===== config.mk =====
export PLATFORM = sky130hd
export DESIGN_NAME = nibble_serial_adder
export DESIGN_NICKNAME = d
export VERILOG_FILES = /design/src/rtl/nibble_serial_adder.sv
export SDC_FILE = /design/constraint.sdc
export NUM_CORES = 1
export LEC_CHECK = 0
export ABC_AREA = 1
export CORE_AREA = 2 2 115 117
export DETAILED_ROUTE_END_ITERATION = 10
export DIE_AREA = 0 0 117 119
export PLACE_DENSITY = 0.46
export SLEW_MARGIN = 20
export SYNTH_ARGS = -nofsm -noshare
export SYNTH_HDL_FRONTEND = slang
export SYNTH_SLANG_ARGS = --single-unit

===== constraint.sdc =====
create_clock -name clk -period 1.85 [get_ports clk]
set_input_delay 0.37 -clock clk [delete_from_list [all_inputs] [get_ports clk]]
set_output_delay 0.37 -clock clk [all_outputs]
set_load 0.02 [all_outputs]

===== src/rtl/nibble_serial_adder.sv =====
// Multi-cycle WIDTH-bit unsigned adder that sequences one 4-bit ripple-carry adder,
// one nibble per cycle, behind a start/busy/done handshake.

module RCA (
  input  logic [3:0] a_i,
  input  logic [3:0] b_i,
  input  logic       cin_i,
  output logic [3:0] sum_o,
  output logic       cout_o
);

  logic [4:0] carry;

  always_comb begin
    carry    = '0;
    carry[0] = cin_i;
    sum_o    = '0;
    for (int i = 0; i < 4; i++) begin
      sum_o[i]   = a_i[i] ^ b_i[i] ^ carry[i];
      carry[i+1] = (a_i[i] & b_i[i]) | (carry[i] & (a_i[i] ^ b_i[i]));
    end
    cout_o = carry[4];
  end

endmodule

module nibble_serial_adder #(
  parameter int WIDTH = 16
) (
  input  logic             clk,
  input  logic             rst_n,
  input  logic             start,
  input  logic [WIDTH-1:0] a,
  input  logic [WIDTH-1:0] b,
  input  logic             cin,
  output logic             busy,
  output logic             done,
  output logic [WIDTH-1:0] sum,
  output logic             cout
);

  localparam int N  = WIDTH / 4;
  localparam int CW = $clog2(N) + 1;
  localparam logic [CW-1:0] LAST = CW'(N - 1);

  typedef enum logic [1:0] {IDLE, RUN, DONE} state_e;

  state_e state_q, state_d;

  logic [WIDTH-1:0] aSh_q, aSh_d;
  logic [WIDTH-1:0] bSh_q, bSh_d;
  logic [WIDTH-1:0] acc_q, acc_d;
  logic [WIDTH-1:0] sum_q, sum_d;
  logic             cReg_q, cReg_d;
  logic             cout_q, cout_d;
  logic [CW-1:0]    cnt_q, cnt_d;

  logic [3:0]       rcaSum;
  logic             rcaCout;
  logic [WIDTH+3:0] accCat;
  logic [WIDTH-1:0] accNext;

  RCA u_rca (
    .a_i   (aSh_q[3:0]),
    .b_i   (bSh_q[3:0]),
    .cin_i (cReg_q),
    .sum_o (rcaSum),
    .cout_o(rcaCout)
  );

  // New nibble enters at the top so the first one computed lands in the LSBs;
  // concatenating first keeps this valid for WIDTH=4.
  assign accCat  = {rcaSum, acc_q};
  assign accNext = accCat[WIDTH+3:4];

  always_ff @(posedge clk or negedge rst_n) begin
    if (!rst_n) begin
      state_q <= IDLE;
    end else begin
      state_q <= state_d;
    end
  end

  always_comb begin
    state_d = state_q;
    case (state_q)
      IDLE:    if (start) state_d = RUN;
      RUN:     if (cnt_q == LAST) state_d = DONE;
      DONE:    state_d = IDLE;
      default: state_d = IDLE;
    endcase
  end

  always_comb begin
    busy = (state_q == RUN);
    done = (state_q == DONE);
  end

  always_comb begin
    aSh_d  = aSh_q;
    bSh_d  = bSh_q;
    acc_d  = acc_q;
    cReg_d = cReg_q;
    cnt_d  = cnt_q;
    sum_d  = sum_q;
    cout_d = cout_q;
    case (state_q)
      IDLE: begin
        if (start) begin
          aSh_d  = a;
          bSh_d  = b;
          cReg_d = cin;
          cnt_d  = '0;
          acc_d  = '0;
        end
      end
      RUN: begin
        aSh_d  = aSh_q >> 4;
        bSh_d  = bSh_q >> 4;
        acc_d  = accNext;
        cReg_d = rcaCout;
        cnt_d  = cnt_q + CW'(1);
        // Result becomes visible only on the edge that enters DONE.
        if (cnt_q == LAST) begin
          sum_d  = accNext;
          cout_d = rcaCout;
        end
      end
      default: ;
    endcase
  end

  always_ff @(posedge clk or negedge rst_n) begin
    if (!rst_n) begin
      aSh_q  <= '0;
      bSh_q  <= '0;
      acc_q  <= '0;
      cReg_q <= 1'b0;
      cnt_q  <= '0;
      sum_q  <= '0;
      cout_q <= 1'b0;
    end else begin
      aSh_q  <= aSh_d;
      bSh_q  <= bSh_d;
      acc_q  <= acc_d;
      cReg_q <= cReg_d;
      cnt_q  <= cnt_d;
      sum_q  <= sum_d;
      cout_q <= cout_d;
    end
  end

  assign sum  = sum_q;
  assign cout = cout_q;

endmodule


# Word-level counts from Yosys, hierarchy flattened
# Cells that the tools add are included.
dict set report totals {
  ff_bits 71
  elab_cells 52
  output_inout_bits 19
  ram_bits 0
  inputBits 36
  rom_bits 0
  latch_bits 0
  memories 0
}
dict set report op_classes {
  n_div 0
  bitwise 20
  muxes 13
  eq_ne 5
  shifts 0
  magnitude_cmp 0
  reduce_logical 5
  add_sub_neg 1
  multipliers 0
}
# operator count
set ops {}
lappend ops {{16-bit one-hot mux with 2 select lines} 3}
lappend ops {{16-bit 2-to-1 mux} 3}
lappend ops {{1-bit bitwise AND} 8}
lappend ops {{1-bit bitwise XOR} 8}
lappend ops {{3-bit one-hot mux with 2 select lines} 1}
lappend ops {{2-bit AND reduction} 3}
lappend ops {{2-bit 2-to-1 mux} 2}
lappend ops {{1-bit OR} 4}
lappend ops {{2-bit one-hot mux with 2 select lines} 1}
lappend ops {{3-bit by 1-bit adder with 3-bit output, second input constant} 1}
lappend ops {{3-bit by 2-bit == test with 1-bit output, second input constant} 1}
lappend ops {{3-bit 2-to-1 mux} 1}
lappend ops {{2-bit by 1-bit == test with 1-bit output, second input constant} 1}
lappend ops {{2-bit == test, second input constant} 1}
lappend ops {{2-bit logical NOT} 1}
lappend ops {{2-bit by 1-bit inequality test with 1-bit output, second input constant} 1}
lappend ops {{2-bit inequality test, second input constant} 1}
lappend ops {{1-bit one-hot mux with 2 select lines} 1}
lappend ops {{2-bit nonzero test} 1}
lappend ops {{1-bit 2-to-1 mux} 1}

# Longest topological paths before layout
# Gate-level depths: netlist of the first run.
dict set report depth {
  ltp_word 10
  mapped_depth 10
  ltp_nobuf 10
}

# Cells and area by module
# From an unflattened synthesis of the first run, not the netlist that was laid out.
dict set report unflattened {
  hier_cells 388
  hier_area_um2 3175.5
}
# mod area_per_inst_um2 cells_per_inst instances seq_area_each_um2
set by_module_without_submodules {}
lappend by_module_without_submodules {nibble_serial_adder 3057.9 374 1 1676.6}
lappend by_module_without_submodules {RCA 117.6 14 1 0.0}

# Least setup slack after synthesis of the first run
# No wires, ideal clock.
dict set report synth_path {
  path_type {register to register}
  from {reg aSh_q[0]}
  to {reg acc_q[15]}
  stages_incl_launch_ff 9
  t_arrival_ns 1.953
  slack_ns -0.179
  setup_time_ns 0.076
  period_less_slack_ns 2.029
  path_buffers 0
  t_required_ns 1.774
  path_cell_list {dfrtp_1 > inv_1 > fa_1 > inv_1 > fa_1 > fa_1 > inv_1 > fa_1 > o21ai_1}
}
dict set report synth_between {
  elab_chain_cells 9
  word_cells_on_any_way 10
  cone_classes {mux: 1; bitwise: 9}
}
# item line_no
set synth_rtl {}
lappend synth_rtl {{start, declared} 50} ;# logic [WIDTH-1:0] aSh_q, aSh_d;
lappend synth_rtl {{start signal, assigned} 143} ;# aSh_q <= aSh_d;
lappend synth_rtl {{1-bit bitwise XOR} 20} ;# carry[i+1] = (a_i[i] & b_i[i]) | (carry[i] & (a_i[i] ^ b_i[i]));
lappend synth_rtl {{1-bit bitwise AND} 20}
lappend synth_rtl {{1-bit OR (*)} 20}
lappend synth_rtl {{1-bit bitwise AND (*)} 20}
lappend synth_rtl {{1-bit OR (*)} 20}
lappend synth_rtl {{1-bit bitwise AND (*)} 20}
lappend synth_rtl {{1-bit OR (*)} 20}
lappend synth_rtl {{1-bit bitwise XOR (*)} 19} ;# sum_o[i] = a_i[i] ^ b_i[i] ^ carry[i];
lappend synth_rtl {{16-bit one-hot mux with 2 select lines (*)} 107} ;# case (state_q)
lappend synth_rtl {{end signal, assigned} 137} ;# acc_q <= '0;
lappend synth_rtl {{end signal, assigned} 145} ;# acc_q <= acc_d;
lappend synth_rtl {{end, declared} 52} ;# logic [WIDTH-1:0] acc_q, acc_d;
# Every way passes the cells marked *; elsewhere a longest branch is shown, timed or not.
# A chain may end at the register's enable or synchronous reset.

# Worst setup path in the final report of the first run
dict set report layout_path {
  from {reg cReg_q}
  to {reg acc_q[15]}
}
dict set report layout_between {
  elab_chain_cells 8
}
# item line_no
set layout_rtl {}
lappend layout_rtl {{start, declared} 54} ;# logic cReg_q, cReg_d;
lappend layout_rtl {{start signal, assigned} 146} ;# cReg_q <= cReg_d;
lappend layout_rtl {{1-bit bitwise AND} 20}
lappend layout_rtl {{1-bit OR} 20}
lappend layout_rtl {{1-bit bitwise AND} 20}
lappend layout_rtl {{1-bit OR} 20}
lappend layout_rtl {{1-bit bitwise AND} 20}
lappend layout_rtl {{1-bit OR} 20}
lappend layout_rtl {{1-bit bitwise XOR} 19}
lappend layout_rtl {{16-bit one-hot mux with 2 select lines} 107}
# No other way between the ends.

==> flow_metrics.tcl, run 1 <==
set metrics [dict create \
    syn_nets 424 \
    diodes 0 \
    drive_gt1_share_pct 9.91 \
    syn_area_per_cell_um2 8.15 \
    slew_headroom_pct 75.8 \
    ff2ff_path_depth 8 \
    rrSetupSlack_ns -0.18 \
    cts_made_buffers 9 \
    endpoint "acc_q[15]" \
    leakage_uw 0.00211 \
    finalSetupTns_ns -0.460 \
    crit_type "reg -> reg" \
    clk_latency_ns 0.33 \
    clkTransAtPathRegs_ns 0.06 \
    gr-total-overflow 0 \
    route.vias.total 2509 \
    synthesis.area_mm2 0.00311 \
    fin_util_pct 32.5 \
    synth_sequential_area_ratio_pct 53.9 \
    ys_top_cells_by_area "dfrtp_1 (54%), nand2_1 (15%), inv_1 (8.1%)" \
    post-route-min-period_ns 2.03 \
    wl_per_cell_um 11.9 \
    yosysTopAreaCell "dfrtp_1" \
    critical_path_buf_inv_count 3 \
    required_ns 2.10 \
    grt_max_degree 68 \
    slowest_delay_ns 0.43 \
    core-area_mm2 0.0129 \
    place_worst_setup_slack_ns -0.184 \
    cp_num_cells 8 \
    timing.rr.start "cReg_q" \
    rsz0062_at_grt "yes" \
    crit_path_start_kind "flop" \
    fin_total_pwr_uw 7490 \
    fmax_mhz 493 \
    fill_cells 1384 \
    violations "negative setup slack" \
    maxCapViolations 0 \
    fp.dieW_um 117 \
    crit_start "cReg_q" \
    dieHeight_um 119 \
    synth_top_area_share_pct 53.9 \
    final-instance-count-excl-fill 620 \
    cts.sinks 67 \
    endpoint_kind "flop" \
    ys_types 19 \
    h-tree-depth 3 \
    die-area_mm2 0.0139 \
    synth-seq-cells 67 \
    hpwl_um 4900 \
    drt-initial-drc-count 134 \
    tightest_slew_ns 0.362 \
    r2r_end "acc_q[15]" \
    vias_per_cell 4.05 \
    port_buffers 54 \
    start_util_pct 24.2 \
    cts-root-buf "clkbuf_16" \
    dr.pass1.iters 4 \
    nets 482 \
    clockBufferDepth 2 \
    p_per_area_mw_per_mm2 1790 \
    status "finished, violations left" \
    finalSetupViolations 3 \
    gr-usage-all-layers_pct 11.7 \
    antenna_found_initial 0 \
    finalCritPeriodShare_pct 110 \
    io_pins 55 \
    grt_pass1_wl_um 12800 \
    ys.warnings.count 0 \
    path_max_fanout 2 \
    min-delay-path-class "in -> async" \
    cp_common_cell "fa_2" \
    worstPathArrival_ns 2.28 \
    drc 0 \
    synth_cells 382 \
    crit_slowest_cell "fa_2" \
    cts_tree "yes" \
    wirelength_um 7360 \
    grt_pass1_vias 2712 \
    gp_congestion 0.734 \
    path_cells "inv_1 -> fa_1 -> inv_2 -> fa_2 -> fa_2 -> inv_2 -> fa_2 -> o21ai_1" \
    fp-row-count 42 \
    hold_violations 0 \
    crit_family "adder cells" \
    setup_ws_ns -0.178 \
    ir_drop_mv 0.532 \
    area_delta_synth_final_pct 34.5 \
    fin_skew_ns 0.00575 \
    ant_nets 0 \
    finalMaxSlewViolations 0 \
    place_inst 604 \
]
-- cells by family after synthesis --
kind of cell,share of synthesized area [%]
compound gates,6.07
simple gates,24.7
buf+inv,12.0
flops,53.9
fa+ha+maj,3.38
-- cell usage in the layout, fill, tap and decap left out, types with 2 or more instances in the layout --
| cell | instances |
|---|---|
| o21ai_2 | 2 |
| dfrtp_1 | 67 |
| ha_1 | 2 |
| o21ai_1 | 29 |
| buf_4 | 8 |
| nand2_1 | 125 |
| clkbuf_1 | 2 |
| nand3_1 | 50 |
| nand2_2 | 2 |
| clkinv_2 | 3 |
| o21ai_0 | 4 |
| nor2_1 | 2 |
| fa_2 | 3 |
| clkdlybuf4s50_1 | 51 |
| inv_2 | 7 |
| dlygate4sd2_1 | 2 |
| inv_1 | 63 |
| buf_12 | 5 |
| a21oi_1 | 2 |
| clkbuf_16 | 9 |
-- area by class of cell --
class                      instances  area, um^2  share of cell area (%)
timing repair buffer              67         693                    16.6
clock inverter                     3        15.0                   0.359
inverter                          70         263                    6.27
sequential                        67        1680                    40.0
multi-input combinational        225        1070                    25.6
tap                              176         220                    5.26
clock buffer                      12         246                    5.89
-- report_power, final --
part,internal (uW),leakage (uW),switching (uW)
sequential,2140,0.000843,354
clock,929,0.000132,596
combinational,1480,0.00113,2000
-- what timing repair did --
item                                    4_1_cts  5_1_grt
hold buffers                                  0        0
resized for setup                             3        4
endpoints found under the setup margin        6        4
hold endpoints to repair                      0        0
buffers inserted                              1        0
pin swaps                                     2        1
-- state kept, by name, summed over array words and instances (netlist names) --
signal,cells
aSh_q,16
bSh_q,16
sum,16
acc_q,12
cnt_q,3
state_q,2
cReg_q,1
cout,1
-- cell usage after synthesis --
library cell    n
a21oi_1         2
buf_2          17
buf_4           2
buf_6           1
dfrtp_1        67
fa_1            4
ha_1            2
inv_1          67
inv_2           3
nand2_1       125
nand2_2         2
nand2_4         1
nand3_1        50
nor2_1          2
nor2_2          1
nor2_4          1
o21ai_0         4
o21ai_1        30
o21ai_2         1
-- metal layers --
metal	share of wire, %	GRT usage, %
met1	49	16.1
met4	1.6	4.41
met2	46	18.1
met3	3.0	2.09
met5	0	0
-- how the worst min path moves through the flow --
stage                from  endpoint  slack [ns]  cells past startpoint
finish              rst_n    sum[3]        0.06                      2
global route        rst_n    sum[5]         0.1                      2
CTS                 rst_n    sum[3]        0.07                      2
detailed placement  rst_n    sum[3]        0.43                      2
global placement    rst_n    sum[5]        0.42                      2
floorplan           rst_n  aSh_q[0]        0.07                      0
-- stage by stage --
step,hold slack (ns),cell area [um^2]
floorplan,0.0744,3120
global placement,0.424,3920
detailed placement,0.425,3920
CTS,0.0737,4180
global route,0.0967,4190
finish,0.0575,4190
No activity file was read; power rests on OpenSTA's default activity.
==> inputs of run 2 (changes only) <==
--- a/config.mk
+++ b/config.mk
@@ -6,10 +6,11 @@
 export NUM_CORES = 1
 export LEC_CHECK = 0
 export ABC_AREA = 1
-export CORE_AREA = 2 2 115 117
+export CAP_MARGIN = 20
+export CORE_AREA = 2 2 86 88
 export DETAILED_ROUTE_END_ITERATION = 10
-export DIE_AREA = 0 0 117 119
-export PLACE_DENSITY = 0.46
+export DIE_AREA = 0 0 88 90
+export PLACE_DENSITY = 0.73
 export SLEW_MARGIN = 20
 export SYNTH_ARGS = -nofsm -noshare
 export SYNTH_HDL_FRONTEND = slang
==> flow_metrics.tcl, run 2 (synthesis results as in run 1) <==
set metrics [dict create \
    diodes 0 \
    slowest_delay_ns 0.42 \
    required_ns 2.12 \
    core-area_mm2 0.00702 \
    finalMaxSlewViolations 0 \
    crit_path_start_kind "flop" \
    grt_pass1_wl_um 11200 \
    fp.dieW_um 88 \
    min-delay-path-class "in -> async" \
    finalSetupViolations 4 \
    gr-total-overflow 0 \
    maxCapViolations 0 \
    wl_per_cell_um 11.7 \
    path_cells "inv_2 -> fa_1 -> inv_1 -> fa_2 -> fa_2 -> inv_2 -> fa_1 -> o21ai_1" \
    fp-row-count 31 \
    area_delta_synth_final_pct 31.4 \
    finish.instance_area_mm2 0.00409 \
    hold_violations 0 \
    busiest_layer "met2" \
    clkTransAtPathRegs_ns 0.07 \
    grt_pass1_vias 2540 \
    rsz0062_at_grt "yes" \
    nets 484 \
    start_util_pct 44.3 \
    drt-initial-drc-count 119 \
    leakage_uw 0.00211 \
    mostFrequentLayoutCells "nand2_1 (125), dfrtp_1 (67), inv_1 (64), clkdlybuf4s50_1 (51), nand3_1 (50)" \
    clk_latency_ns 0.34 \
    drc 0 \
    h-tree-depth 3 \
    worstPathArrival_ns 2.30 \
    cts.sinks 67 \
    hpwl_um 4220 \
    hold_buffers 0 \
    finalSetupTns_ns -0.499 \
    use_met3_pct 2.94 \
    ant_nets 0 \
    placed_area_mm2 0.00379 \
    wirelength_um 6380 \
    fin_skew_ns 0.00758 \
    layout_commonest_cell "nand2_1" \
    dieHeight_um 90 \
    dr.pass1.iters 4 \
    setup_ws_ns -0.181 \
    status "finished, violations left" \
    gr-usage-all-layers_pct 18.0 \
    tightest_slew_ns 0.346 \
    cts_tree "yes" \
    crit_type "reg -> reg" \
    drive_gt1_share_pct 10.1 \
    vias_per_cell 4.64 \
    slew_headroom_pct 77.0 \
    crit_slowest_cell "fa_1" \
    gp_congestion 0.759 \
    p_per_area_mw_per_mm2 1850 \
    fin_util_pct 58.2 \
    fmax_mhz 492 \
    io_pins 55 \
    clockBufferDepth 2 \
    endpoint_kind "flop" \
    route.vias.total 2534 \
    cts-root-buf "clkbuf_8" \
    antenna_found_initial 0 \
    met2_usage_pct 28.7 \
    post-route-min-period_ns 2.03 \
    grt_max_degree 68 \
    cts_made_buffers 9 \
    path_max_fanout 2 \
    grt_use_met1_pct 23.7 \
    port_buffers 54 \
    finalCritPeriodShare_pct 110 \
    violations "negative setup slack" \
    die-area_mm2 0.00792 \
    ir_drop_mv 0.698 \
]
## run 2: changes by cell type in the layout (fill, tap and decap cells not counted), sizes merged
| cell | previous run | this run |
|---|---|---|
| clkinv | 3 | 0 |
| bufinv | 0 | 4 |
| buf | 14 | 16 |
## run 2: layout make-up
type | count | area (um^2)
inverter | 70 | 263
sequential | 67 | 1680
multi-input combinational | 225 | 1070
clock buffer | 12 | 155
clock inverter | 4 | 120
tap | 99 | 124
fill | 641 | 2930
timing repair buffer | 69 | 683
## run 2: routing by layer
| metal | part of all wire, % | vias up |
|---|---|---|
| met3 | 5.5 | 10 |
| met4 | 1.9 | 0 |
| li1 | - | 1282 |
| met5 | 0 | - |
| met2 | 46 | 82 |
| met1 | 47 | 1160 |
## run 2: worst max-delay path, delay by kind of cell, from the launching register on
kind	cells	cell delay (ns)
buffers and inverters	3	0.17
AOI/OAI and AO/OA	1	0.14
adders and majority gates	4	1.25
DFF	1	0.40
## run 2: report_power, final
group	internal [uW]	switching (uW)	leakage, uW
Sequential	2130	346	0.000843
Clock	1110	551	0.000137
Combinational	1450	1970	0.00113
## run 2: worst paths after layout
path	startpoint	end	slack, ns	cells past startpoint
worst max register to register	bSh_q[0]	sum[15]	-0.18	8
min in group clk	bSh_q[8]	bSh_q[8]	0.48	2
worst max-delay path	bSh_q[0]	sum[15]	-0.18	8
worst min-delay path	rst_n	sum[4]	0.04	2
max in group asynchronous	rst_n	cReg_q	1.54	2
worst min register to register	bSh_q[8]	bSh_q[8]	0.48	2
## run 2: timing repair
item	in CTS	in global routing
setup endpoints to repair	6	5
gates resized for setup	4	0
buffers inserted	1	2
pin swaps	3	2
## run 2: metrics by stage
| step | cells | total power, uW | hold WS [ns] | setup WS (ns) |
|---|---|---|---|---|
| 6_report | 546 | 7550 | 0.0374 | -0.181 |
| 3_5_place_dp | 527 | 5890 | 0.415 | -0.176 |
| 5_1_grt | 546 | 8200 | 0.0688 | -0.238 |
| 3_3_place_gp | 527 | 5760 | 0.413 | -0.144 |
| 4_1_cts | 544 | 7580 | 0.0511 | -0.194 |
| 2_1_floorplan | 382 | 4780 | 0.0744 | -0.106 |
